### src/rtl/sdio_cmd_rsp_if.sv
// sdio_cmd_rsp_if: command-issue, CMD/DAT0 line and response/event signals of the SD command response receiver.
interface sdio_cmd_rsp_if;
  logic         cmd_start;
  logic [5:0]   cmd_index;
  logic [1:0]   rsp_type;
  logic         rsp_busy;
  logic         cmd_tx_done;
  logic         cmd_in;
  logic         dat0_in;
  logic         cmd_busy;
  logic [119:0] rsp_data;
  logic         cmd_done_event;
  logic         cmd_index_err_event;
  logic         cmd_end_err_event;
  logic         cmd_crc_err_event;
  logic         cmd_timeout_err_event;
  modport master (
    output cmd_start, cmd_index, rsp_type, rsp_busy, cmd_tx_done, cmd_in, dat0_in,
    input  cmd_busy, rsp_data, cmd_done_event, cmd_index_err_event, cmd_end_err_event,
           cmd_crc_err_event, cmd_timeout_err_event
  );
  modport slave (
    input  cmd_start, cmd_index, rsp_type, rsp_busy, cmd_tx_done, cmd_in, dat0_in,
    output cmd_busy, rsp_data, cmd_done_event, cmd_index_err_event, cmd_end_err_event,
           cmd_crc_err_event, cmd_timeout_err_event
  );
endinterface

### src/rtl/sdio_cmd_rsp.sv
// sdio_cmd_rsp: SD CMD-line response receiver with start/index/CRC7/end checks and NCR timeout.
// Define SDIO_CMD_RSP_BUSY_EN to add the R1b busy wait on DAT0 after the end bit.
module sdio_cmd_rsp #(
  parameter int RSP_TIMEOUT = 64
) (
  input logic           sd_clk,
  input logic           rst,
  input logic           cmd_sd_rst_i,
  sdio_cmd_rsp_if.slave bus
);
  typedef enum logic [2:0] {IDLE, WAIT_TX, WAIT_START, RECV, BUSY, DONE} state_t;
  state_t         state_q, state_d;
  logic [5:0]     idx_q, idx_d;
  logic [1:0]     type_q, type_d;
  logic           busy_q, busy_d;
  logic [7:0]     tcnt_q, tcnt_d, bcnt_q, bcnt_d, pos;
  logic [135:0]   frame_q, frame_d;
  logic [6:0]     crc_q, crc_d, crc_nx;
  logic [2:0]     err_q, err_d;
  logic [119:0]   data_q, data_d;
  logic [4:0]     ev_q, ev_d;
  logic           fb, in_crc, last, busy_en;
`ifdef SDIO_CMD_RSP_BUSY_EN
  assign busy_en = 1'b1;
`else
  assign busy_en = 1'b0;
`endif
  always_comb begin
    fb      = bus.cmd_in ^ crc_q[6];
    crc_nx  = {crc_q[5:3], crc_q[2] ^ fb, crc_q[1:0], fb};
    pos     = bcnt_q - 8'd1;
    // R136 CRC skips the leading start/transmission/reserved byte
    in_crc  = pos >= 8'd8 && (type_q != 2'd2 || pos <= 8'd127);
    last    = bcnt_q == 8'd1;
    state_d = state_q;
    idx_d   = idx_q;
    type_d  = type_q;
    busy_d  = busy_q;
    tcnt_d  = tcnt_q;
    bcnt_d  = bcnt_q;
    frame_d = frame_q;
    crc_d   = crc_q;
    err_d   = err_q;
    data_d  = data_q;
    ev_d    = '0;
    case (state_q)
      IDLE: if (bus.cmd_start) begin
        state_d = WAIT_TX;
        idx_d   = bus.cmd_index;
        type_d  = bus.rsp_type;
        busy_d  = bus.rsp_busy;
        err_d   = '0;
      end
      WAIT_TX: if (bus.cmd_tx_done) begin
        state_d = type_q == 2'd0 ? DONE : WAIT_START;
        tcnt_d  = '0;
      end
      WAIT_START: if (!bus.cmd_in) begin
        state_d = RECV;
        bcnt_d  = type_q == 2'd2 ? 8'd135 : 8'd47;
        crc_d   = '0;
        frame_d = {frame_q[134:0], 1'b0};
      end else if (tcnt_q == 8'(RSP_TIMEOUT - 1)) begin
        state_d = IDLE;
        ev_d[0] = 1'b1;
      end else begin
        tcnt_d = tcnt_q + 8'd1;
      end
      RECV: begin
        frame_d = {frame_q[134:0], bus.cmd_in};
        crc_d   = in_crc ? crc_nx : crc_q;
        bcnt_d  = bcnt_q - 8'd1;
        if (last) begin
          err_d   = {type_q == 2'd1 && frame_d[45:40] != idx_q, !bus.cmd_in,
                     (type_q == 2'd1 || type_q == 2'd2) && frame_d[7:1] != crc_q};
          state_d = busy_q && busy_en ? BUSY : DONE;
        end
      end
      BUSY: if (bus.dat0_in) state_d = DONE;
      default: state_d = IDLE;
    endcase
    if (state_d == DONE) begin
      ev_d   = {1'b1, err_d, 1'b0};
      data_d = type_q == 2'd0 ? data_q : type_q == 2'd2 ? frame_d[127:8] : {88'd0, frame_d[39:8]};
    end
    if (cmd_sd_rst_i) begin
      state_d = IDLE;
      tcnt_d  = '0;
      bcnt_d  = '0;
      ev_d    = '0;
      data_d  = data_q;
    end
  end
  always_ff @(posedge sd_clk or posedge rst) begin
    if (rst) begin
      state_q <= IDLE;
      idx_q   <= '0;
      type_q  <= '0;
      busy_q  <= 1'b0;
      tcnt_q  <= '0;
      bcnt_q  <= '0;
      frame_q <= '0;
      crc_q   <= '0;
      err_q   <= '0;
      data_q  <= '0;
      ev_q    <= '0;
    end else begin
      state_q <= state_d;
      idx_q   <= idx_d;
      type_q  <= type_d;
      busy_q  <= busy_d;
      tcnt_q  <= tcnt_d;
      bcnt_q  <= bcnt_d;
      frame_q <= frame_d;
      crc_q   <= crc_d;
      err_q   <= err_d;
      data_q  <= data_d;
      ev_q    <= ev_d;
    end
  end
  assign bus.cmd_busy              = state_q != IDLE;
  assign bus.rsp_data              = data_q;
  assign bus.cmd_done_event        = ev_q[4];
  assign bus.cmd_index_err_event   = ev_q[3];
  assign bus.cmd_end_err_event     = ev_q[2];
  assign bus.cmd_crc_err_event     = ev_q[1];
  assign bus.cmd_timeout_err_event = ev_q[0];
endmodule

### src/flat_wrapper.sv
// flat-port wrapper written by rule: the top's interface ports become plain ports
module sdio_cmd_rsp_flat 
#(
  parameter int RSP_TIMEOUT = 64
)
  (sd_clk, rst, cmd_sd_rst_i, bus_cmd_start, bus_cmd_index, bus_rsp_type, bus_rsp_busy, bus_cmd_tx_done, bus_cmd_in, bus_dat0_in, bus_cmd_busy, bus_rsp_data, bus_cmd_done_event, bus_cmd_index_err_event, bus_cmd_end_err_event, bus_cmd_crc_err_event, bus_cmd_timeout_err_event);
  sdio_cmd_rsp_if bus_i ();
  input logic sd_clk;
  input logic rst;
  input logic cmd_sd_rst_i;
  input wire logic [$bits(bus_i.cmd_start)-1:0] bus_cmd_start;
  input wire logic [$bits(bus_i.cmd_index)-1:0] bus_cmd_index;
  input wire logic [$bits(bus_i.rsp_type)-1:0] bus_rsp_type;
  input wire logic [$bits(bus_i.rsp_busy)-1:0] bus_rsp_busy;
  input wire logic [$bits(bus_i.cmd_tx_done)-1:0] bus_cmd_tx_done;
  input wire logic [$bits(bus_i.cmd_in)-1:0] bus_cmd_in;
  input wire logic [$bits(bus_i.dat0_in)-1:0] bus_dat0_in;
  output wire logic [$bits(bus_i.cmd_busy)-1:0] bus_cmd_busy;
  output wire logic [$bits(bus_i.rsp_data)-1:0] bus_rsp_data;
  output wire logic [$bits(bus_i.cmd_done_event)-1:0] bus_cmd_done_event;
  output wire logic [$bits(bus_i.cmd_index_err_event)-1:0] bus_cmd_index_err_event;
  output wire logic [$bits(bus_i.cmd_end_err_event)-1:0] bus_cmd_end_err_event;
  output wire logic [$bits(bus_i.cmd_crc_err_event)-1:0] bus_cmd_crc_err_event;
  output wire logic [$bits(bus_i.cmd_timeout_err_event)-1:0] bus_cmd_timeout_err_event;
  assign bus_i.cmd_start = bus_cmd_start;
  assign bus_i.cmd_index = bus_cmd_index;
  assign bus_i.rsp_type = bus_rsp_type;
  assign bus_i.rsp_busy = bus_rsp_busy;
  assign bus_i.cmd_tx_done = bus_cmd_tx_done;
  assign bus_i.cmd_in = bus_cmd_in;
  assign bus_i.dat0_in = bus_dat0_in;
  assign bus_cmd_busy = bus_i.cmd_busy;
  assign bus_rsp_data = bus_i.rsp_data;
  assign bus_cmd_done_event = bus_i.cmd_done_event;
  assign bus_cmd_index_err_event = bus_i.cmd_index_err_event;
  assign bus_cmd_end_err_event = bus_i.cmd_end_err_event;
  assign bus_cmd_crc_err_event = bus_i.cmd_crc_err_event;
  assign bus_cmd_timeout_err_event = bus_i.cmd_timeout_err_event;
  sdio_cmd_rsp #(.RSP_TIMEOUT(RSP_TIMEOUT)) u_core (.sd_clk(sd_clk), .rst(rst), .cmd_sd_rst_i(cmd_sd_rst_i), .bus(bus_i));
endmodule
### config.mk
export PLATFORM = sky130hd
export DESIGN_NAME = sdio_cmd_rsp_flat
export DESIGN_NICKNAME = d
export VERILOG_FILES = /design/src/rtl/sdio_cmd_rsp_if.sv /design/src/rtl/sdio_cmd_rsp.sv /design/src/flat_wrapper.sv
export SDC_FILE = /design/constraint.sdc
export NUM_CORES = 1
export LEC_CHECK = 0
export CAP_MARGIN = 10
export CORE_ASPECT_RATIO = 0.75
export CORE_MARGIN = 10
export CORE_UTILIZATION = 52
export CTS_BUF_LIST = sky130_fd_sc_hd__clkbuf_8
export CTS_CLUSTER_SIZE = 8
export DETAILED_ROUTE_END_ITERATION = 8
export GPL_TIMING_DRIVEN = 0
export PLACE_DENSITY = 0.76
export SLEW_MARGIN = 10
export SYNTH_ARGS = -nofsm -noshare
export SYNTH_HDL_FRONTEND = slang
export SYNTH_SLANG_ARGS = --single-unit
### constraint.sdc
create_clock -name sd_clk -period 9.8 [get_ports sd_clk]
set_input_delay 1.96 -clock sd_clk [delete_from_list [all_inputs] [get_ports sd_clk]]
set_output_delay 1.96 -clock sd_clk [all_outputs]
set_load 0.01 [all_outputs]
==> results of run 1 <==
[placed cells by master, fill, tap and decap left out, types with 4 or more instances in the layout]
cell type	netlist	layout
dfrtp_1	290	290
nand2_1	223	223
clkdlybuf4s50_1	0	139
mux2_2	116	116
inv_1	103	114
mux2i_1	93	93
clkbuf_8	0	54
clkbuf_1	33	33
nor2_1	23	23
buf_2	16	16
o21ai_0	16	16
mux2_4	12	12
a21oi_1	11	11
xor2_1	9	9
xnor2_1	8	8
buf_12	0	8
nand3_1	7	7
ha_1	7	7
nor3_1	6	6
nand3b_1	5	5
nor2b_1	5	5
nand4_1	4	4
or2_2	4	4
clkinv_2	0	4
[kinds of logic (layout without fill, tap and decap cells)]
family                     after synthesis  count (layout)
AOI/OAI and AO/OA                       51              51
buffers and inverters                  157             376
xor gates and xnor gates                17              17
DFF                                    290             290
adders and majority gates                7               7
muxes                                  221             221
and+or+nand+nor                        300             300
[registers in the layout, indices dropped and copies added (netlist names), 5 cells and up]
signal               cells
u_core.tcnt_q            8
u_core.ev_q              5
u_core.bcnt_q            8
u_core.crc_q             7
u_core.bus.rsp_data    120
u_core.frame_q         128
u_core.idx_q             6
[final timing paths]
| check | from | endpoint | slack, ns | cells past startpoint |
|---|---|---|---|---|
| max reg2reg | u_core.state_q[2]$_DFF_PP0_ | u_core.bcnt_q[3]$_DFFE_PP0P_ | 6.48 | 8 |
| max | bus_cmd_tx_done | u_core.bus.rsp_data[6]$_DFFE_PP0P_ | 5.50 | 9 |
| min | u_core.frame_q[12]$_DFF_PP0_ | u_core.frame_q[13]$_DFF_PP0_ | 0.49 | 2 |
| min reg2reg | u_core.frame_q[12]$_DFF_PP0_ | u_core.frame_q[13]$_DFF_PP0_ | 0.49 | 2 |
| min in group asynchronous | rst | u_core.ev_q[2]$_DFF_PP0_ | 1.83 | 2 |
| max in group asynchronous | rst | u_core.bus.rsp_data[106]$_DFFE_PP0P_ | 6.72 | 6 |
[per-stage QoR]
stage               cells  power (mW)
floorplan            1043       2.046
global placement     1482       2.583
detailed placement   1491       2.615
CTS                  1562       3.572
global route         1562       3.738
finish               1562       3.522
[worst min-delay path, stage by stage (launching register included)]
cell	delay [ns]
dfrtp_1	0.34
nand2_1	0.05
nand2_1	0.07
[routing by layer]
metal | vias to the layer above | global-route usage [%] | part of all wire [%]
li1 | 3806 | - | -
met1 | 3976 | 25.40 | 47
met2 | 188 | 26.74 | 44
met3 | 33 | 6.266 | 8.1
met4 | 0 | 4.357 | 1.4
met5 | - | 0 | 0
[final cells by class]
| class | count | area, sq um | area share, % |
|---|---|---|---|
| well taps | 300 | 375.4 | 2.513 |
| clock inverters | 17 | 72.57 | 0.4859 |
| inverters | 103 | 390.4 | 2.614 |
| flip-flops and latches | 290 | 7257 | 48.59 |
| clock buffers | 54 | 743.2 | 4.977 |
| multi-input cells | 596 | 4279 | 28.65 |
| repair buffers | 148 | 1579 | 10.57 |
| plain buffers | 54 | 237.7 | 1.592 |
[power by group]
part | switching [mW] | internal, mW | leakage [nW]
Combinational | 0.503 | 0.519 | 3.62
Clock | 0.449 | 0.493 | 0.468
Sequential | 0.140 | 1.42 | 3.78
Total | 1.09 | 2.43 | 7.88
==> run_results.csv, run 1 <==
group,metric,value,unit
synth,yosysTopAreaCellShare,59.68,%
floorplan,io_pins,142,
sta,fin_tns_setup,0,ns
floorplan,fp-row-count,48,
synth,synth_most_common_cell,"dfrtp_1",
synth,synth-compound-area-share,2.809,%
sta,setup-violations-final,0,
critical_path,cpLargestDelayFamily,"buffers and inverters",
sta,postLayoutSetupSlackWorst,5.498,ns
clock_tree,worst_skew_pair.late_latency,0.54,ns
routing,viasPerCell,5.124,
clock_tree,cts_resized,0,
global_route,grt_antenna_before_repair,0,
synth,synthTopCellsByArea,"dfrtp_1, mux2_2, mux2i_1",
clock_tree,cts_hold_buf,0,
synth,syn_area,0.01216,sq mm
placed_design,hpwl,19260,um
clock_tree,cts_made_buffers,46,
pwr,vdd_drop_max,155.1,uV
layout,final_util,64.93,%
routing,vias,8003,
pwr,power.leakage,7.876,nW
global_route,grt_overflow,0,
critical_path,path_max_fanout,10,
clock_tree,post_cts_buffers,0,
synth,synth_top_family_by_area,"multiplexers",
critical_path,crit_path_start_kind,"input pin",
floorplan,die_h,152.4,um
sta,period_share,43.89,%
clock_tree,clk_pin_slew_worst_paths,0.06,ns
synth,seq_area_frac_synth,59.68,%
routing,wl_per_cell,17.41,um
critical_path,slowest_stage,"or4_1",
layout,fillers,1777,
critical_path,crit_chain,"clkdlybuf4s50_1 > nand2_1 > nor3_1 > a2111oi_0 > or4_1 > clkbuf_1 > buf_2 > buf_6 > mux2_4",
synth,synth_edf_count,0,
synth,yosys.area_share.simple,10.56,%
placed_design,port-buffer-count,139,
synth,syn_inst,1043,
routing,drt-initial-drc-count,396,
layout,drive_gt1_share,17.91,%
synth,synth.avg_cell_area,11.66,sq um
critical_path,required,10.21,ns
floorplan,initial_core_util,52.87,%
global_route,grt_pass1_wl,44930,um
run,max_cap_violations,0,
run_status,status,"complete, no violations",
clock_tree,cts_tree,"done",
sta,rsz0062_at_grt,"no",
floorplan,core,0.02300,sq mm
global_route,grt_pass1_vias,8314,
global_route,grt_use_total,18.22,%
hold_path,hp-class,"flop to flop",
pwr,p_per_area,235.9,mW/mm^2
sta,final_hold_viol_count,0,
routing,dr.pass1.iters,4,
critical_path,max_stage_delay,0.58,ns
clock_tree,cts_sinks,290,
synth,synthMuxAreaShare,19.88,%
sta,clock.fmax,0.2325,GHz
floorplan,die_w,196.6,um
critical_path,critical_path_class,"input pin to flop",
synth,yosysTopAreaCell,"dfrtp_1",
critical_path,critPathArrivalTime,4.71,ns
routing,antenna_left,0,
synth,synth_async_sr_flop_share,100.0,%
sta,fin_worst_skew,0.01703,ns
synth,synth_nets,1066,
synth,synth.distinct_cells,49,
sta,worst_pin_slew,0.8981,ns
global_route,grt_max_degree,40,
routing,wirelength,27190,um
sta,fin_crit,4.302,ns
synth,synthTopCellsByCount,"dfrtp_1, nand2_1, mux2_2",
layout,final_area,0.01493,sq mm
layout,n_antenna_cell,0,
synth,synth-xor-area-share,1.224,%
critical_path,cp-end-kind,"flop",
synth,ys_seq_elements,290,
synth,yosys.area_share.adder,0.7202,%
layout,layout.nets,1262,
layout,area_growth,22.81,%
placed_design,place_area,0.01412,sq mm
floorplan,fp.dieArea,0.02997,sq mm
placed_design,dp_slack,5.001,ns
sta,whs,0.4906,ns
critical_path,crit_buf_inv,4,
synth,synth_ff_type,"dfrtp_1",
clock_tree,cts-root-buf,"clkbuf_8",
placed_design,place.gp.congestion,0.8275,
routing,drc,0,
synth,ys_warn_count,0,
sta,slew_headroom,40.13,%
sta,drv_slew,0,
clock_tree,cts_buffer_depth,3,
clock_tree,htreeDepth,2,
Power figures use the tool's default switching activity.
==> run 2: changes to the inputs <==
--- a/config.mk
+++ b/config.mk
@@ -8,12 +8,12 @@
 export CAP_MARGIN = 10
 export CORE_ASPECT_RATIO = 0.75
 export CORE_MARGIN = 10
-export CORE_UTILIZATION = 52
+export CORE_UTILIZATION = 58
 export CTS_BUF_LIST = sky130_fd_sc_hd__clkbuf_8
 export CTS_CLUSTER_SIZE = 8
 export DETAILED_ROUTE_END_ITERATION = 8
 export GPL_TIMING_DRIVEN = 0
-export PLACE_DENSITY = 0.76
+export PLACE_DENSITY = 0.8
 export SLEW_MARGIN = 10
 export SYNTH_ARGS = -nofsm -noshare
 export SYNTH_HDL_FRONTEND = slang
==> constraint.sdc (replaced) <==
create_clock -name sd_clk -period 4.1 [get_ports sd_clk]
set_input_delay 0.82 -clock sd_clk [delete_from_list [all_inputs] [get_ports sd_clk]]
set_output_delay 0.82 -clock sd_clk [all_outputs]
set_load 0.01 [all_outputs]
==> run_results.csv, run 2 (same netlist as run 1, synthesis figures left out) <==
group,metric,value,unit
clock_tree,cts_hold_buf,0,
critical_path,path_max_fanout,10,
floorplan,die_h,145.4,um
layout,final_cell_mix,"dfrtp_1, nand2_1, clkdlybuf4s50_1, mux2_2, inv_1",
layout,final_common_cell,"dfrtp_1",
clock_tree,cts_buffer_depth,3,
sta,final_hold_viol_count,0,
sta,whs,0.4815,ns
placed_design,port-buffer-count,139,
floorplan,core,0.02044,sq mm
global_route,grt_pass1_wl,44280,um
layout,drive_gt1_share,17.46,%
floorplan,die_w,187.2,um
layout,layout.nets,1260,
critical_path,critPathArrivalTime,3.72,ns
hold_path,min_path_cells,2,
critical_path,slowest_stage,"clkbuf_1",
pwr,p_sw,2.576,mW
pwr,internal_power,5.721,mW
routing,vias,8075,
routing,drt-initial-drc-count,537,
sta,fin_worst_skew,0.01487,ns
routing,drc,0,
critical_path,crit_path_start_kind,"flop",
critical_path,rrSetupSlack,0.84,ns
sta,rsz0062_at_grt,"no",
routing,antenna_left,0,
pwr,p_per_area,558.8,mW/mm^2
layout,multi_input_area,0.004279,sq mm
critical_path,reg2reg_depth,8,
clock_tree,cts_resized,0,
global_route,grt_antenna_before_repair,0,
clock_tree,cts-root-buf,"clkbuf_8",
critical_path,critical_path_class,"flop to flop",
sta,setup-violations-final,0,
hold_path,hp-class,"flop to flop",
sta,worst_pin_slew,0.9117,ns
routing,wirelength,26760,um
floorplan,fp.dieArea,0.02722,sq mm
critical_path,r2r-end,"u_core.bcnt_q[3]$_DFFE_PP0P_",
clock_tree,cts_sinks,290,
critical_path,timing.rr.start,"u_core.state_q[2]$_DFF_PP0_",
critical_path,cp-end-kind,"flop",
layout,final_area,0.01485,sq mm
critical_path,crit_top_cell,"clkbuf_1",
critical_path,required,4.56,ns
global_route,grt_use_total,19.61,%
global_route,grt_pass1_vias,8350,
pwr,switching_share,31.05,%
layout,fillers,1450,
floorplan,io_pins,142,
pwr,power.leakage,7.838,nW
clock_tree,cts_made_buffers,44,
placed_design,place.gp.congestion,0.8491,
clock_tree,worst_skew_pair.late_latency,0.54,ns
hold_path,hold_end,"u_core.frame_q[31]$_DFF_PP0_",
clock_tree,post_cts_buffers,0,
pwr,pwr-share-comb,29.3,%
pwr,vdd_drop_max,384.0,uV
pwr,pwr-share-seq,45.0,%
sta,drv_slew,0,
layout,area_growth,22.09,%
floorplan,initial_core_util,59.50,%
run,max_cap_violations,0,
routing,viasPerCell,5.257,
sta,slew_headroom,38.81,%
layout,final_util,72.64,%
critical_path,cpLargestDelayFamily,"buffers and inverters",
critical_path,max_stage_delay,0.66,ns
sta,fin_tns_setup,0,ns
routing,wl_per_cell,17.42,um
layout,largest_reg_flops,128,
hold_path,hp-start,"u_core.frame_q[30]$_DFF_PP0_",
layout,final-seq-area,0.007257,sq mm
floorplan,fp-row-count,45,
layout,fin_cells,1536,
layout,n_antenna_cell,0,
clock_tree,cts_tree,"done",
routing,dr.pass1.iters,5,
pwr,power_frac_clock,25.7,%
run_status,status,"complete, no violations",
sta,fin_crit,3.263,ns
critical_path,crit_chain,"clkbuf_1 > and3b_1 > nor2_1 > clkbuf_1 > clkbuf_1 > clkbuf_1 > o21ai_0 > a21oi_1",
clock_tree,htreeDepth,2,
sta,clock.fmax,0.3064,GHz
critical_path,crit_buf_inv,4,
layout,top_register,"u_core.frame_q",
global_route,grt_max_degree,37,
placed_design,hpwl,18840,um
placed_design,place_area,0.01410,sq mm
sta,period_share,79.59,%
clock_tree,clk_pin_slew_worst_paths,0.07,ns
placed_design,place_inst,1473,
global_route,grt_overflow,0,
-- run 2: per-layer routing --
metal  GRT usage (%)  share of wire, %  up-vias
met1           26.99                46     4024
met2           29.76                45      212
met4           4.586               1.3        0
met3           6.121               7.9       36
li1                -                 -     3803
met5               0                 0        -
-- run 2: per-stage QoR --
step / setup WS, ns / power, mW
after detailed placement: 0.4032 / 6.245
final: 0.8368 / 8.297
after global placement: -2.525 / 6.146
after floorplan: -0.5672 / 4.890
after CTS: 0.9010 / 8.403
after global routing: 0.6437 / 8.781
-- run 2: power groups by stage --
stage	Sequential, mW	Combinational, mW	Clock (mW)
2_1_floorplan	3.93	0.960	0
6_report	3.73	2.43	2.13
3_5_place_dp	3.78	2.46	0
5_1_grt	3.80	2.67	2.30
4_1_cts	3.74	2.48	2.18
3_3_place_gp	3.77	2.38	0
-- run 2: worst register-to-register path, delay by kind of cell (launching register included) --
family                 cells  cell delay [ns]
flip-flops                 1             0.40
AND/OR/NAND/NOR            2             0.47
buffers and inverters      4             1.96
AO/OA/AOI/OAI              2             0.35
-- run 2: layout make-up --
class	instances	area share, %
plain buffers	54	1.601
clock buffers	50	4.635
clock inverters	13	0.3708
inverters	103	2.629
multi-input cells	596	28.82
flip-flops and latches	290	48.88
well taps	282	2.377
repair buffers	148	10.69
-- run 2: how the worst max path moves through the flow --
stage / start / end / slack, ns / cells past startpoint
CTS: u_core.state_q[2]$_DFF_PP0_ / u_core.bcnt_q[3]$_DFFE_PP0P_ / 0.90 / 8
global route: u_core.state_q[2]$_DFF_PP0_ / u_core.bcnt_q[3]$_DFFE_PP0P_ / 0.64 / 8
floorplan: rst / u_core.bcnt_q[0]$_DFFE_PP0P_ / -0.57 / 1
detailed placement: bus_cmd_tx_done / u_core.bus.rsp_data[8]$_DFFE_PP0P_ / 0.40 / 9
global placement: rst / u_core.bus.rsp_data[106]$_DFFE_PP0P_ / -2.53 / 2
finish: u_core.state_q[2]$_DFF_PP0_ / u_core.bcnt_q[3]$_DFFE_PP0P_ / 0.84 / 8
==> run 3: changes to the inputs <==
==> constraint.sdc (replaced) <==
create_clock -name sd_clk -period 3.4 [get_ports sd_clk]
set_input_delay 0.68 -clock sd_clk [delete_from_list [all_inputs] [get_ports sd_clk]]
set_output_delay 0.68 -clock sd_clk [all_outputs]
set_load 0.01 [all_outputs]
==> run_results.csv, run 3 (same netlist as run 1, synthesis figures left out) <==
group,metric,value,unit
run_status,status,"complete, no violations",
sta,worst_pin_slew,0.8839,ns
critical_path,critPathArrivalTime,3.55,ns
global_route,grt_pass1_vias,8350,
layout,top_register,"u_core.frame_q",
floorplan,die_w,187.2,um
global_route,grt_max_degree,37,
run,max_cap_violations,0,
floorplan,fp.dieArea,0.02722,sq mm
routing,vias,8081,
routing,drc,0,
placed_design,place_inst,1473,
routing,routed-wl-met2,12030,um
pwr,pwr-share-comb,29.3,%
sta,fin_tns_setup,0,ns
layout,final_cell_mix,"dfrtp_1, nand2_1, clkdlybuf4s50_1, mux2_2, inv_1",
routing,wl_met3,2048,um
floorplan,die_h,145.4,um
critical_path,r2r-end,"u_core.bus.rsp_data[72]$_DFFE_PP0P_",
routing,drt-initial-drc-count,544,
sta,slew_headroom,40.67,%
critical_path,rrSetupSlack,0.27,ns
pwr,vdd_drop_max,463.4,uV
sta,fin_crit,3.129,ns
critical_path,reg2reg_depth,8,
critical_path,cp-end-kind,"flop",
pwr,power.leakage,7.840,nW
routing,wl_per_cell,17.42,um
placed_design,port-buffer-count,139,
pwr,switching_share,31.02,%
pwr,p_per_area,673.6,mW/mm^2
sta,drv_slew,0,
floorplan,initial_core_util,59.50,%
clock_tree,worst_skew_pair.late_latency,0.54,ns
clock_tree,cts_sinks,290,
critical_path,path_max_fanout,10,
sta,whs,0.4819,ns
layout,multi_input_area,0.004280,sq mm
routing,viasPerCell,5.261,
layout,drive_gt1_share,17.54,%
hold_path,hp-class,"flop to flop",
clock_tree,clk_pin_slew_worst_paths,0.07,ns
critical_path,required,3.82,ns
layout,final-seq-area,0.007257,sq mm
placed_design,dp_slack,-0.1568,ns
layout,fin_cells,1536,
sta,final_hold_viol_count,0,
sta,rsz0062_at_grt,"no",
layout,largest_reg_flops,128,
placed_design,place.gp.congestion,0.8491,
global_route,grt_pass1_wl,44280,um
placed_design,hpwl,18840,um
pwr,p_sw,3.102,mW
hold_path,hp-start,"u_core.frame_q[30]$_DFF_PP0_",
global_route,grt_antenna_before_repair,0,
layout,layout.nets,1260,
layout,fillers,1448,
routing,antenna_left,0,
hold_path,min_path_cells,2,
global_route,grt_overflow,0,
hold_path,hold_end,"u_core.frame_q[31]$_DFF_PP0_",
sta,clock.fmax,0.3196,GHz
floorplan,fp-row-count,45,
sta,fin_worst_skew,0.01153,ns
clock_tree,cts_tree,"done",
sta,period_share,92.03,%
clock_tree,cts_hold_buf,0,
routing,wirelength,26750,um
clock_tree,cts-root-buf,"clkbuf_8",
pwr,pwr-share-seq,45.0,%
layout,final_common_cell,"dfrtp_1",
clock_tree,htreeDepth,2,
layout,final_util,72.65,%
layout,n_antenna_cell,0,
routing,m1WireLength,12330,um
critical_path,timing.rr.start,"u_core.state_q[2]$_DFF_PP0_",
pwr,internal_power,6.900,mW
floorplan,io_pins,142,
critical_path,critical_path_class,"flop to flop",
clock_tree,cts_buffer_depth,3,
routing,highest-signal-layer,"met4",
pwr,power_frac_clock,25.7,%
critical_path,crit_path_start_kind,"flop",
sta,postLayoutSetupSlackWorst,0.2711,ns
sta,setup-violations-final,0,
global_route,grt_use_total,19.61,%
floorplan,core,0.02044,sq mm
layout,area_growth,22.11,%
routing,dr.pass1.iters,5,
clock_tree,cts_made_buffers,44,
-- run 3: final cells by class --
cell class                 instances  share of cell area, %
sequential                       290                  48.87
multi-input combinational        596                  28.83
timing repair buffer             148                  10.68
clock buffer                      50                  4.634
inverter                         103                  2.629
tap                              282                  2.376
buffer                            54                  1.609
clock inverter                    13                 0.3707
-- run 3: per-layer routing --
layer	track usage, %	vias to the layer above
li1	-	3806
met1	26.99	4032
met2	29.76	207
met3	6.121	36
met4	4.586	0
met5	0	-
-- run 3: stage by stage --
stage	cell area [sq um]	power, mW
after global placement	13910	7.411
after detailed placement	14100	7.531
after floorplan	12160	5.897
after CTS	14850	10.13
final	14850	10.00
after global routing	14850	10.59
-- run 3: power groups by stage --
| stage | combinational, mW | clock, mW | sequential, mW |
|---|---|---|---|
| final | 2.93 | 2.57 | 4.50 |
| after detailed placement | 2.97 | 0 | 4.56 |
| after global routing | 3.23 | 2.78 | 4.59 |
| after global placement | 2.87 | 0 | 4.54 |
| after floorplan | 1.16 | 0 | 4.74 |
| after CTS | 2.99 | 2.63 | 4.51 |
-- run 3: critical path: stages (launching register included) --
cell and delay (ns):
dfrtp_1 0.41, clkbuf_1 0.35, and3b_1 0.28, nor2_1 0.19
clkbuf_1 0.51, clkbuf_1 0.68, mux2_2 0.44, nand2_1 0.07
mux2i_1 0.07
-- run 3: how the worst max path moves through the flow --
stage                           startpoint                                    to  cells past startpoint
3_3_place_gp                           rst  u_core.bus.rsp_data[106]$_DFFE_PP0P_                      2
6_report       u_core.state_q[2]$_DFF_PP0_   u_core.bus.rsp_data[72]$_DFFE_PP0P_                      8
4_1_cts        u_core.state_q[2]$_DFF_PP0_          u_core.bcnt_q[3]$_DFFE_PP0P_                      8
5_1_grt        u_core.state_q[1]$_DFF_PP0_   u_core.bus.rsp_data[94]$_DFFE_PP0P_                      9
2_1_floorplan                          rst          u_core.bcnt_q[0]$_DFFE_PP0P_                      1
3_5_place_dp               bus_cmd_tx_done    u_core.bus.rsp_data[8]$_DFFE_PP0P_                      9
-- run 3: timing repair --
| item | CTS | global route |
|---|---|---|
| resized for setup | 0 | 3 |
| endpoints found under the setup margin | 0 | 4 |
| buffers inserted | 0 | 0 |
| hold endpoints to repair | 0 | 0 |
==> variant: new RTL, settings of run 1 <==
The 6 states of `state_t` get a Gray code encoding in 3 bits.
--- a/src/rtl/sdio_cmd_rsp.sv
+++ b/src/rtl/sdio_cmd_rsp.sv
@@ -8,7 +8,7 @@
   input logic           cmd_sd_rst_i,
   sdio_cmd_rsp_if.slave bus
 );
-  typedef enum logic [2:0] {IDLE, WAIT_TX, WAIT_START, RECV, BUSY, DONE} state_t;
+  typedef enum logic [2:0] {IDLE = 3'b000, WAIT_TX = 3'b001, WAIT_START = 3'b011, RECV = 3'b010, BUSY = 3'b110, DONE = 3'b111} state_t;
   state_t         state_q, state_d;
   logic [5:0]     idx_q, idx_d;
   logic [1:0]     type_q, type_d;
Behaviour: no difference found for any inputs over 10 cycles, from zero or initial values and one cycle with rst high; not proved beyond that.
==> variant against run 1 <==
- utilization up 0.15 points
- final area is 1.0% higher
- global-route usage is 3.2 points higher
- via count is 19% higher
- worst setup slack better by 0.36 ns
- first-iteration DRC count up 100%
- synthesized area up 1.8%
- routed wire length up 19%
- synthesized cell count up 12%
- sequential cell count unchanged
Power is not compared: it rests on default switching activity, and its combinational part moved more than twofold at a synthesized area within 25%.
==> variant: results (changes against run 1) <==
stage	metric	value	unit	change
clocking	cts_buffers	45		-2.2%
critical_path	timing.rr.start	u_core.tcnt_q[0]$_DFFE_PP0P_		
min_path	hold_depth	1		-1
synthesis	synthTopCellsByCount	nand2_1, dfrtp_1, o31a_1		
routing	drt_pass1_iterations	5		+1
sta	fin_skew	0.0146	ns	-0.00243 ns
critical_path	rrSetupSlack	7.04	ns	+0.56 ns
global_route	grt_pass1_wl	52.8	mm	+17%
global_route	grt.total_usage	0.214		+0.0323
clocking	cts.reportedPaths.clkPinSlew	0.06	ns	about the same
min_path	hp-start	u_core.bus.rsp_data[9]$_DFFE_PP0P_		
routing	vias_per_cell	5.62		+9.7%
global_route	antenna_found_initial	0		unchanged
min_path	whs_endpoint	u_core.bus.rsp_data[9]$_DFFE_PP0P_		
critical_path	crit_start	u_core.state_q[0]$_DFF_PP0_		
sta	max-slew-margin-rel	0.429		+0.0277
placed_design	dp_hpwl	22.6	mm	+17%
routing	routed_wl	32.4	mm	+19%
synthesis	synth.area.top_cells	dfrtp_1, nand2_1, o31a_1		
routing	drt-wirelength-per-cell	19.2	um	+10%
cells_and_area	fin_nets	1390		+10%
critical_path	crit_path_top_delay_cell	clkdlybuf4s50_1		
critical_path	worstPathArrival	1.98	ns	-2.73 ns
run_status	status	complete, no violations		
synthesis	synth_nets	1196		+12%
placed_design	place.gp.congestion	0.857		+3.6%
critical_path	crit_end	bus_cmd_busy		
cells_and_area	num-fill-cells	1837		+3.4%
synthesis	synthDistinctLibCells	57		+16%
routing	drtIter0Drc	802		+100%
critical_path	reg2reg_to	u_core.bus.rsp_data[11]$_DFFE_PP0P_		
synthesis	syn_area_per_cell	10.6	um2	-9.5%
cells_and_area	drive_gt1_frac	0.156		-0.0230
==> variant: report_power, final <==
part | internal, W | switching [W] | total [W] | leakage [nW]
Sequential | 0.00124 | 0.0000355 | 0.00127 | 4.02
Combinational | 0.000113 | 0.000247 | 0.000360 | 3.00
Clock | 0.000468 | 0.000453 | 0.000921 | 0.466
==> variant: area by class of cell <==
type | count | area, um2 | share of cell area
clock inverter | 19 | 77.6 | 0.00514
clock buffer | 51 | 702 | 0.0465
timing repair buffer | 147 | 1550 | 0.103
inverter | 16 | 63.8 | 0.00423
buffer | 90 | 475 | 0.0315
multi-input combinational | 777 | 4580 | 0.304
tap | 300 | 375 | 0.0249
sequential | 290 | 7260 | 0.481
==> variant: per-stage QoR <==
| stage | hold WS, ns | setup slack [ns] | area (um2) | total power [W] |
|---|---|---|---|---|
| after floorplan | 0.441 | 3.99 | 12400 | 0.00152 |
| after global routing | 0.500 | 5.75 | 15100 | 0.00267 |
| after global placement | 0.469 | 1.98 | 14100 | 0.00164 |
| after CTS | 0.489 | 5.81 | 15100 | 0.00257 |
| final | 0.485 | 5.86 | 15100 | 0.00255 |
| after detailed placement | 0.476 | 5.53 | 14300 | 0.00165 |
==> variant: per-layer routing <==
metal,vias to the layer above,track usage,share of wire
met5,-,0,0
met4,0,0.0511,0.015
met3,47,0.0543,0.075
met2,306,0.318,0.45
met1,4739,0.308,0.46
li1,4403,-,-
==> variant: logic make-up (layout without fill, tap and decap cells) <==
| family | Yosys count | in the layout | share of synthesized area |
|---|---|---|---|
| simple gates | 484 | 484 | 0.160 |
| flops | 290 | 290 | 0.586 |
| compound gates | 217 | 217 | 0.146 |
| buf+inv | 106 | 323 | 0.0433 |
| mux | 53 | 53 | 0.0467 |
| xor+xnor | 16 | 16 | 0.0113 |
| fa+ha+maj | 7 | 7 | 0.00708 |
